## config.mk

```make
export PLATFORM = sky130hd
export DESIGN_NAME = code_lock_ctrl
export DESIGN_NICKNAME = d
export VERILOG_FILES = /design/src/rtl/code_lock_pkg.sv /design/src/rtl/code_lock_timer.sv /design/src/rtl/code_lock_ctrl.sv
export SDC_FILE = /design/constraint.sdc
export NUM_CORES = 1
export LEC_CHECK = 0
export ABC_AREA = 1
export BUFFER_PORTS_ARGS = -buffer_cell sky130_fd_sc_hd__clkbuf_2
export CAP_MARGIN = 20
export CORE_ASPECT_RATIO = 1.25
export CORE_MARGIN = 8
export CORE_UTILIZATION = 66
export CTS_CLUSTER_SIZE = 24
export DETAILED_ROUTE_END_ITERATION = 8
export HOLD_SLACK_MARGIN = 0.05
export PLACE_DENSITY = 0.85
export SLEW_MARGIN = 0
export SYNTH_ARGS = -nofsm -noshare
export SYNTH_HDL_FRONTEND = slang
export SYNTH_SLANG_ARGS = --single-unit
```

## constraint.sdc

```tcl
create_clock -name clk -period 2.7 [get_ports clk]
set_clock_uncertainty 0.15 [all_clocks]
set_input_delay 0.54 -clock clk [delete_from_list [all_inputs] [get_ports clk]]
set_output_delay 0.54 -clock clk [all_outputs]
set_load 0.02 [all_outputs]
```

## src/rtl/code_lock_pkg.sv

```systemverilog
// Shared types and helpers for the code lock controller.
// The LOCKOUT state exists only when CODE_LOCK_LOCKOUT_EN is defined.
package code_lock_pkg;

`ifdef CODE_LOCK_LOCKOUT_EN
  typedef enum logic [2:0] {
    ST_IDLE    = 3'd0,
    ST_ENTRY   = 3'd1,
    ST_OPEN    = 3'd2,
    ST_FAIL    = 3'd3,
    ST_LOCKOUT = 3'd4
  } state_e;
`else
  typedef enum logic [2:0] {
    ST_IDLE  = 3'd0,
    ST_ENTRY = 3'd1,
    ST_OPEN  = 3'd2,
    ST_FAIL  = 3'd3
  } state_e;
`endif

  // LEDs are active-low; the top slices these down to LED_W.
  localparam int                   LED_MAX_W   = 32;
  localparam logic [LED_MAX_W-1:0] LED_ALL_ON  = '0;
  localparam logic [LED_MAX_W-1:0] LED_ALL_OFF = '1;

  // Bits needed to hold one digit index.
  function automatic int key_w(input int n);
    return (n > 2) ? $clog2(n) : 1;
  endfunction

  // Index of the lowest set key bit; higher simultaneous keys are dropped.
  function automatic int key_enc(input logic [7:0] k);
    int idx;
    idx = 0;
    for (int i = 7; i >= 0; i--) begin
      if (k[i]) idx = i;
    end
    return idx;
  endfunction

  function automatic int max3(input int a, input int b, input int c);
    int m;
    m = (a > b) ? a : b;
    return (m > c) ? m : c;
  endfunction

endpackage

```

## src/rtl/code_lock_timer.sv

```systemverilog
// Loadable down-counter shared by the OPEN, FAIL and LOCKOUT phases.
// Loading N gives a one-cycle done pulse N+1 cycles later; a load in the
// done cycle restarts it seamlessly.
module code_lock_timer #(
  parameter int W = 8
) (
  input  logic         clk,
  input  logic         rst_n,
  input  logic         i_load,
  input  logic [W-1:0] i_val,
  output logic         o_done
);

  logic [W-1:0] r_cnt;
  logic         r_run;

  // Count down while running; stop after reaching zero.
  always_ff @(posedge clk) begin
    if (!rst_n) begin
      r_cnt <= '0;
      r_run <= 1'b0;
    end else if (i_load) begin
      r_cnt <= i_val;
      r_run <= 1'b1;
    end else if (r_run) begin
      if (r_cnt == '0) r_run <= 1'b0;
      else             r_cnt <= r_cnt - 1'b1;
    end
  end

  assign o_done = r_run & (r_cnt == '0);

endmodule

```

## src/rtl/code_lock_ctrl.sv

```systemverilog
// Digit-code lock controller: collects key digits, checks them on confirm,
// then holds open, flashes a failure pattern, or (with
// CODE_LOCK_LOCKOUT_EN defined) raises an alarm lockout after repeated fails.
module code_lock_ctrl
  import code_lock_pkg::*;
#(
  parameter int NUM_KEYS = 3,
  parameter int CODE_LEN = 4,
  parameter logic [CODE_LEN*key_w(NUM_KEYS)-1:0] CODE = {2'd1, 2'd0, 2'd2, 2'd1},
  parameter int LED_W     = 4,
  parameter int OPEN_CYC  = 50_000_000,
  parameter int FLASH_CYC = 12_500_000,
  parameter int FLASH_NUM = 6,
  parameter int MAX_FAIL  = 3,
  parameter int LOCK_CYC  = 250_000_000
) (
  input  logic                            clk,
  input  logic                            rst_n,
  input  logic [NUM_KEYS-1:0]             key_in,
  input  logic                            okay_in,
  output logic [LED_W-1:0]                led_control,
  output logic                            unlocked,
  output logic                            alarm,
  output logic [$clog2(MAX_FAIL+1)-1:0]   fail_cnt
);

  localparam int KEY_W = key_w(NUM_KEYS);
  localparam int CNT_W = $clog2(CODE_LEN + 1);
  localparam int FC_W  = $clog2(MAX_FAIL + 1);
  localparam int FL_W  = $clog2(FLASH_NUM + 1);
  localparam int TMR_W = $clog2(max3(OPEN_CYC, FLASH_CYC, LOCK_CYC) + 1);

  localparam logic [LED_W-1:0] LED_ON    = LED_ALL_ON[LED_W-1:0];
  localparam logic [LED_W-1:0] LED_OFF   = LED_ALL_OFF[LED_W-1:0];
  localparam logic [CNT_W-1:0] CNT_FULL  = CNT_W'(CODE_LEN);
  localparam logic [FC_W-1:0]  FC_MAX    = FC_W'(MAX_FAIL);
  localparam logic [FL_W-1:0]  FL_MAX    = FL_W'(FLASH_NUM);
  localparam logic [TMR_W-1:0] T_OPEN    = TMR_W'(OPEN_CYC - 1);
  localparam logic [TMR_W-1:0] T_FLASH   = TMR_W'(FLASH_CYC - 1);
`ifdef CODE_LOCK_LOCKOUT_EN
  localparam logic [TMR_W-1:0] T_LOCK    = TMR_W'(LOCK_CYC - 1);
  // Only the top LED lit during lockout.
  localparam logic [LED_W-1:0] LED_LOCK  = LED_OFF ^ (LED_W'(1) << (LED_W - 1));
`endif

  state_e                             r_state, w_state;
  logic [CNT_W-1:0]                   r_cnt, w_cnt;
  logic [CODE_LEN-1:0][KEY_W-1:0]     r_buf, w_buf;
  logic                               r_ovf, w_ovf;
  logic [FL_W-1:0]                    r_flash, w_flash;
  logic [LED_W-1:0]                   r_led, w_led;
  logic                               r_unl, w_unl;
  logic [FC_W-1:0]                    r_fcnt, w_fcnt;
`ifdef CODE_LOCK_LOCKOUT_EN
  logic                               r_alarm, w_alarm;
`endif

  logic [KEY_W-1:0]                   w_key;
  logic                               w_pass;
  logic                               w_tload;
  logic [TMR_W-1:0]                   w_tval;
  logic                               w_done;

  assign w_key  = KEY_W'(key_enc(8'(key_in)));
  assign w_pass = (r_cnt == CNT_FULL) & ~r_ovf & (r_buf == CODE);

  code_lock_timer #(.W(TMR_W)) u_timer (
    .clk    (clk),
    .rst_n  (rst_n),
    .i_load (w_tload),
    .i_val  (w_tval),
    .o_done (w_done)
  );

  // Next-state and next-output decode; every output is registered below.
  always_comb begin
    w_state = r_state;
    w_cnt   = r_cnt;
    w_buf   = r_buf;
    w_ovf   = r_ovf;
    w_flash = r_flash;
    w_led   = r_led;
    w_unl   = r_unl;
    w_fcnt  = r_fcnt;
    w_tload = 1'b0;
    w_tval  = '0;
`ifdef CODE_LOCK_LOCKOUT_EN
    w_alarm = r_alarm;
`endif
    case (r_state)
      ST_IDLE, ST_ENTRY: begin
        if (okay_in) begin
          // Confirm beats any key in the same cycle; buffer always cleared.
          w_cnt   = '0;
          w_buf   = '0;
          w_ovf   = 1'b0;
          w_led   = LED_ON;
          w_tload = 1'b1;
          if (w_pass) begin
            w_state = ST_OPEN;
            w_unl   = 1'b1;
            w_fcnt  = '0;
            w_tval  = T_OPEN;
          end else begin
            w_state = ST_FAIL;
            w_flash = '0;
            w_tval  = T_FLASH;
            if (r_fcnt != FC_MAX) w_fcnt = r_fcnt + 1'b1;
          end
        end else if (|key_in) begin
          w_state = ST_ENTRY;
          if (r_cnt == CNT_FULL) begin
            w_ovf = 1'b1;
          end else begin
            for (int j = 0; j < CODE_LEN; j++) begin
              if (CNT_W'(j) == r_cnt) w_buf[j] = w_key;
            end
            w_cnt = r_cnt + 1'b1;
          end
          // Thermometer: one lit LED per stored digit.
          for (int j = 0; j < LED_W; j++) begin
            w_led[j] = (j < int'(w_cnt)) ? 1'b0 : 1'b1;
          end
        end
      end
      ST_OPEN: begin
        if (w_done) begin
          w_state = ST_IDLE;
          w_unl   = 1'b0;
          w_led   = LED_OFF;
        end
      end
      ST_FAIL: begin
        if (w_done) begin
          if (r_flash != FL_MAX) begin
            w_led   = ~r_led;
            w_flash = r_flash + 1'b1;
            w_tload = 1'b1;
            w_tval  = T_FLASH;
          end else begin
`ifdef CODE_LOCK_LOCKOUT_EN
            if (r_fcnt == FC_MAX) begin
              w_state = ST_LOCKOUT;
              w_alarm = 1'b1;
              w_led   = LED_LOCK;
              w_tload = 1'b1;
              w_tval  = T_LOCK;
            end else begin
              w_state = ST_IDLE;
              w_led   = LED_OFF;
            end
`else
            w_state = ST_IDLE;
            w_led   = LED_OFF;
`endif
          end
        end
      end
`ifdef CODE_LOCK_LOCKOUT_EN
      ST_LOCKOUT: begin
        if (w_done) begin
          w_state = ST_IDLE;
          w_alarm = 1'b0;
          w_led   = LED_OFF;
          w_fcnt  = '0;
        end
      end
`endif
      default: begin
        w_state = ST_IDLE;
        w_led   = LED_OFF;
        w_unl   = 1'b0;
      end
    endcase
  end

  // State and datapath registers with synchronous active-low reset.
  always_ff @(posedge clk) begin
    if (!rst_n) begin
      r_state <= ST_IDLE;
      r_cnt   <= '0;
      r_buf   <= '0;
      r_ovf   <= 1'b0;
      r_flash <= '0;
      r_led   <= LED_OFF;
      r_unl   <= 1'b0;
      r_fcnt  <= '0;
`ifdef CODE_LOCK_LOCKOUT_EN
      r_alarm <= 1'b0;
`endif
    end else begin
      r_state <= w_state;
      r_cnt   <= w_cnt;
      r_buf   <= w_buf;
      r_ovf   <= w_ovf;
      r_flash <= w_flash;
      r_led   <= w_led;
      r_unl   <= w_unl;
      r_fcnt  <= w_fcnt;
`ifdef CODE_LOCK_LOCKOUT_EN
      r_alarm <= w_alarm;
`endif
    end
  end

  assign led_control = r_led;
  assign unlocked    = r_unl;
  assign fail_cnt    = r_fcnt;
`ifdef CODE_LOCK_LOCKOUT_EN
  assign alarm       = r_alarm;
`else
  assign alarm       = 1'b0;
`endif

endmodule

```

==> metrics.md <==
| Metric | Value |
|---|---|
| Startpoint type of the worst setup path | `flop` |
| NumNets Final | `512` |
| Net Sw Frac | `35.82%` |
| Share of layout cells above drive strength 1 | `9.256%` |
| Crit Path Category | `reg2reg` |
| Post-Syn Nets | `502` |
| Starting Density | `67.51%` |
| Drc violations | `0` |
| Grt ovf | `0` |
| Worst hold slack | `0.3133 ns` |
| TritonRoute pass-1 iters | `8` |
| Hold Path Class | `reg2reg` |
| # IOs | `14` |
| Vias | `3216` |
| Mapped cell area | `3169 µm²` |
| Fill cell count | `425` |
| Clock slew at reported path FFs | `0.10 ns` |
| Root Driver | `clkbuf_8` |
| VDD IR-drop max | `0.0003602 V` |
| Wirelength, routed | `7806 µm` |
| Seq pwr share | `49.5%` |
| Total GRT Usage | `22.03%` |
| RSZ-0062 raised after global routing | `false` |
| Lkg Pwr | `1.536 nW` |
| Distinct cells, synth | `36` |
| Register bit total from synthesis | `53` |
| Vias in the first global route | `3007` |
| Clock power share | `24.5%` |
| Initial antenna violation count | `0` |
| Comb pwr share | `26.0%` |
| Final HPWL DP | `5817 µm` |
| Die Wd | `77.98 µm` |
| # setup viols final | `0` |
| Post-route minimum period | `2.197 ns` |
| Clock tree from TritonCTS | `yes` |
| Worst slew pin tran | `0.6656 ns` |
| Multi-input logic area | `1828 µm²` |
| Post-DRT Antenna Nets | `0` |
| Setup bufs post-CTS | `0` |
| Syn Inst Count | `486` |
| Clk_lat worst skew | `0.31 ns` |
| CP Max Fanout | `4` |
| Core ar. | `4695 µm²` |
| CP Capture Type | `flop` |
| Syn avg cell area | `6.521 µm²` |
| Slowest stage cell, crit path | `dfxtp_1` |
| Status | `finished clean` |
| Hold Vio Cnt, Final | `0` |
| DR vias/cell | `5.774` |
| Gpl congestion | `0.9911` |
| Hold buffers post-CTS | `0` |
| Maxcap violations | `0` |
| Cell Rows | `28` |
| First-pass GRT wire length | `13350 µm` |
| Synth-to-Final Area Change | `5.488%` |
| # clock sinks | `53` |
| Sw power | `0.6595 mW` |
| TritonCTS Buffers | `5` |
| Port Buffer Count | `12` |
| Slew Limit Fails | `0` |
| Largest net degree at the start of global routing | `28` |
| CTS Buffer Depth | `2` |
| Die area | `7289 µm²` |
| Pint | `1.181 mW` |
| Register area share after synthesis | `33.48%` |
| Ant diodes | `0` |
| Yosys warnings | `0` |
| Largest stage delay, worst path | `0.33 ns` |
| Peak Freq | `455.2 MHz` |
| Crit path required time | `2.76 ns` |
| Post-CTS Resized | `0` |
| Setup_tns | `0 ns` |
| Htree depth | `2` |
| Crit-path cells | `inv_1, ha_1, nand2_1, nor2_1, nand2_1, nor3_1, nand3_1, xor2_1, nor2_1` |
| WP data arrival | `2.26 ns` |
| Register area | `1061 µm²` |
| Slew Limit Headroom | `55.22%` |
| Period utilization | `81.37%` |
| Detailed Route Iter0 Violations | `301` |
| Post-DR wirelength/cell | `14.01 µm` |
| DIE HEIGHT | `93.48 µm` |
| P per Cell Area | `550.6 nW/µm²` |
[flip-flops by register name, indices dropped and copies added (netlist names)]
name	count
led_control	4
r_cnt	3
r_ovf	1
r_flash	3
fail_cnt	2
unlocked	1
u_timer.r_cnt	28
r_buf	8
u_timer.r_run	1
r_state	2
[layer usage]
| metal | track usage, % | share of wire (%) |
|---|---|---|
| met3 | 4.607 | 5.2 |
| met5 | 0 | 0 |
| met2 | 39.50 | 50 |
| met4 | 9.907 | 2.7 |
| met1 | 24.32 | 42 |
[layout make-up]
type	instances	share of cell area, %
clock buffers	5	2.058
clock inverters	3	0.5240
inverters	54	6.063
multi-input cells	366	54.68
flip-flops and latches	53	31.74
well taps	60	2.246
repair buffers	16	2.695
[cells in the final DEF, fill, tap and decap left out, types with 6 or more instances in the layout]
cell	synthesis	routed
nor2_2	7	7
o21ai_0	27	27
nor2_1	84	84
nor3_1	7	7
nand2_1	102	102
ha_1	10	10
clkbuf_2	0	12
a21oi_1	35	35
dfxtp_1	53	53
xor2_1	6	6
nand4_1	15	15
nand3_1	37	37
inv_1	52	52
[metrics by stage]
step	total power [mW]	util (%)	setup WS, ns	std cells	instance area (µm²)
after floorplan	1.284	-	0.9627	486	3169
after global placement	1.381	69.38	0.5422	549	3257
after detailed placement	1.395	69.38	0.4644	549	3257
after CTS	1.835	71.22	0.5869	557	3343
after global routing	1.947	71.22	0.3606	557	3343
final	1.841	71.22	0.5031	557	3343
[kinds of logic (layout without fill, tap and decap cells)]
group / after synthesis / in the layout / share of synthesized area, %
AND/OR/NAND/NOR: 270 / 270 / 38.45
AO/OA/AOI/OAI: 75 / 75 / 12.40
XOR/XNOR: 10 / 10 / 2.763
adder cells (fa/ha/maj): 10 / 10 / 3.948
flip-flops: 53 / 53 / 33.48
buffers and inverters: 67 / 78 / 8.843
other: 1 / 1 / 0.1183
[worst max-delay path: cells and delay by family (launching register included)]
| kind | cells | cell delay [ns] |
|---|---|---|
| buf+inv | 1 | 0.10 |
| simple gates | 6 | 1.12 |
| xor+xnor | 1 | 0.17 |
| fa+ha+maj | 1 | 0.23 |
| flops | 1 | 0.33 |
[cells in the mapped netlist (all sizes together)]
| master | instances | area share, % |
|---|---|---|
| inv | 54 | 6.4 |
| a31oi | 3 | 0.59 |
| xor2 | 6 | 1.7 |
| and3 | 1 | 0.20 |
| o21a | 2 | 0.47 |
| nand2b | 1 | 0.20 |
| nor3 | 7 | 1.1 |
| nand2 | 108 | 13 |
| or2 | 2 | 0.39 |
| nor2 | 93 | 12 |
| nand3 | 39 | 6.9 |
| buf | 8 | 1.9 |
| nand3b | 3 | 0.71 |
| xnor2 | 4 | 1.1 |
| clkbuf | 5 | 0.59 |
| o21ai | 33 | 5.3 |
| dfxtp | 53 | 33 |
| o211ai | 1 | 0.24 |
| nor4 | 1 | 0.20 |
| a21oi | 35 | 5.5 |
| o21bai | 1 | 0.24 |
| conb | 1 | 0.12 |
| nand4 | 15 | 3.0 |
| ha | 10 | 3.9 |
[path summary, 6_finish.rpt]
path / to / cells past startpoint / start / slack (ns)
max: u_timer.r_cnt[24] / 9 / u_timer.r_cnt[0] / 0.50
min: r_buf[4] / 2 / r_buf[4] / 0.31
max reg2reg: u_timer.r_cnt[24] / 9 / u_timer.r_cnt[0] / 0.50
min reg2reg: r_buf[4] / 2 / r_buf[4] / 0.31
[power by group through the flow]
stage          combinational, mW  sequential, mW  clock [mW]
2_1_floorplan              0.366           0.918           0
6_report                   0.478           0.912       0.451
3_3_place_gp               0.455           0.926           0
3_5_place_dp               0.469           0.927           0
5_1_grt                    0.540           0.920       0.486
4_1_cts                    0.472           0.909       0.454
(Power assumes the default switching activity.)
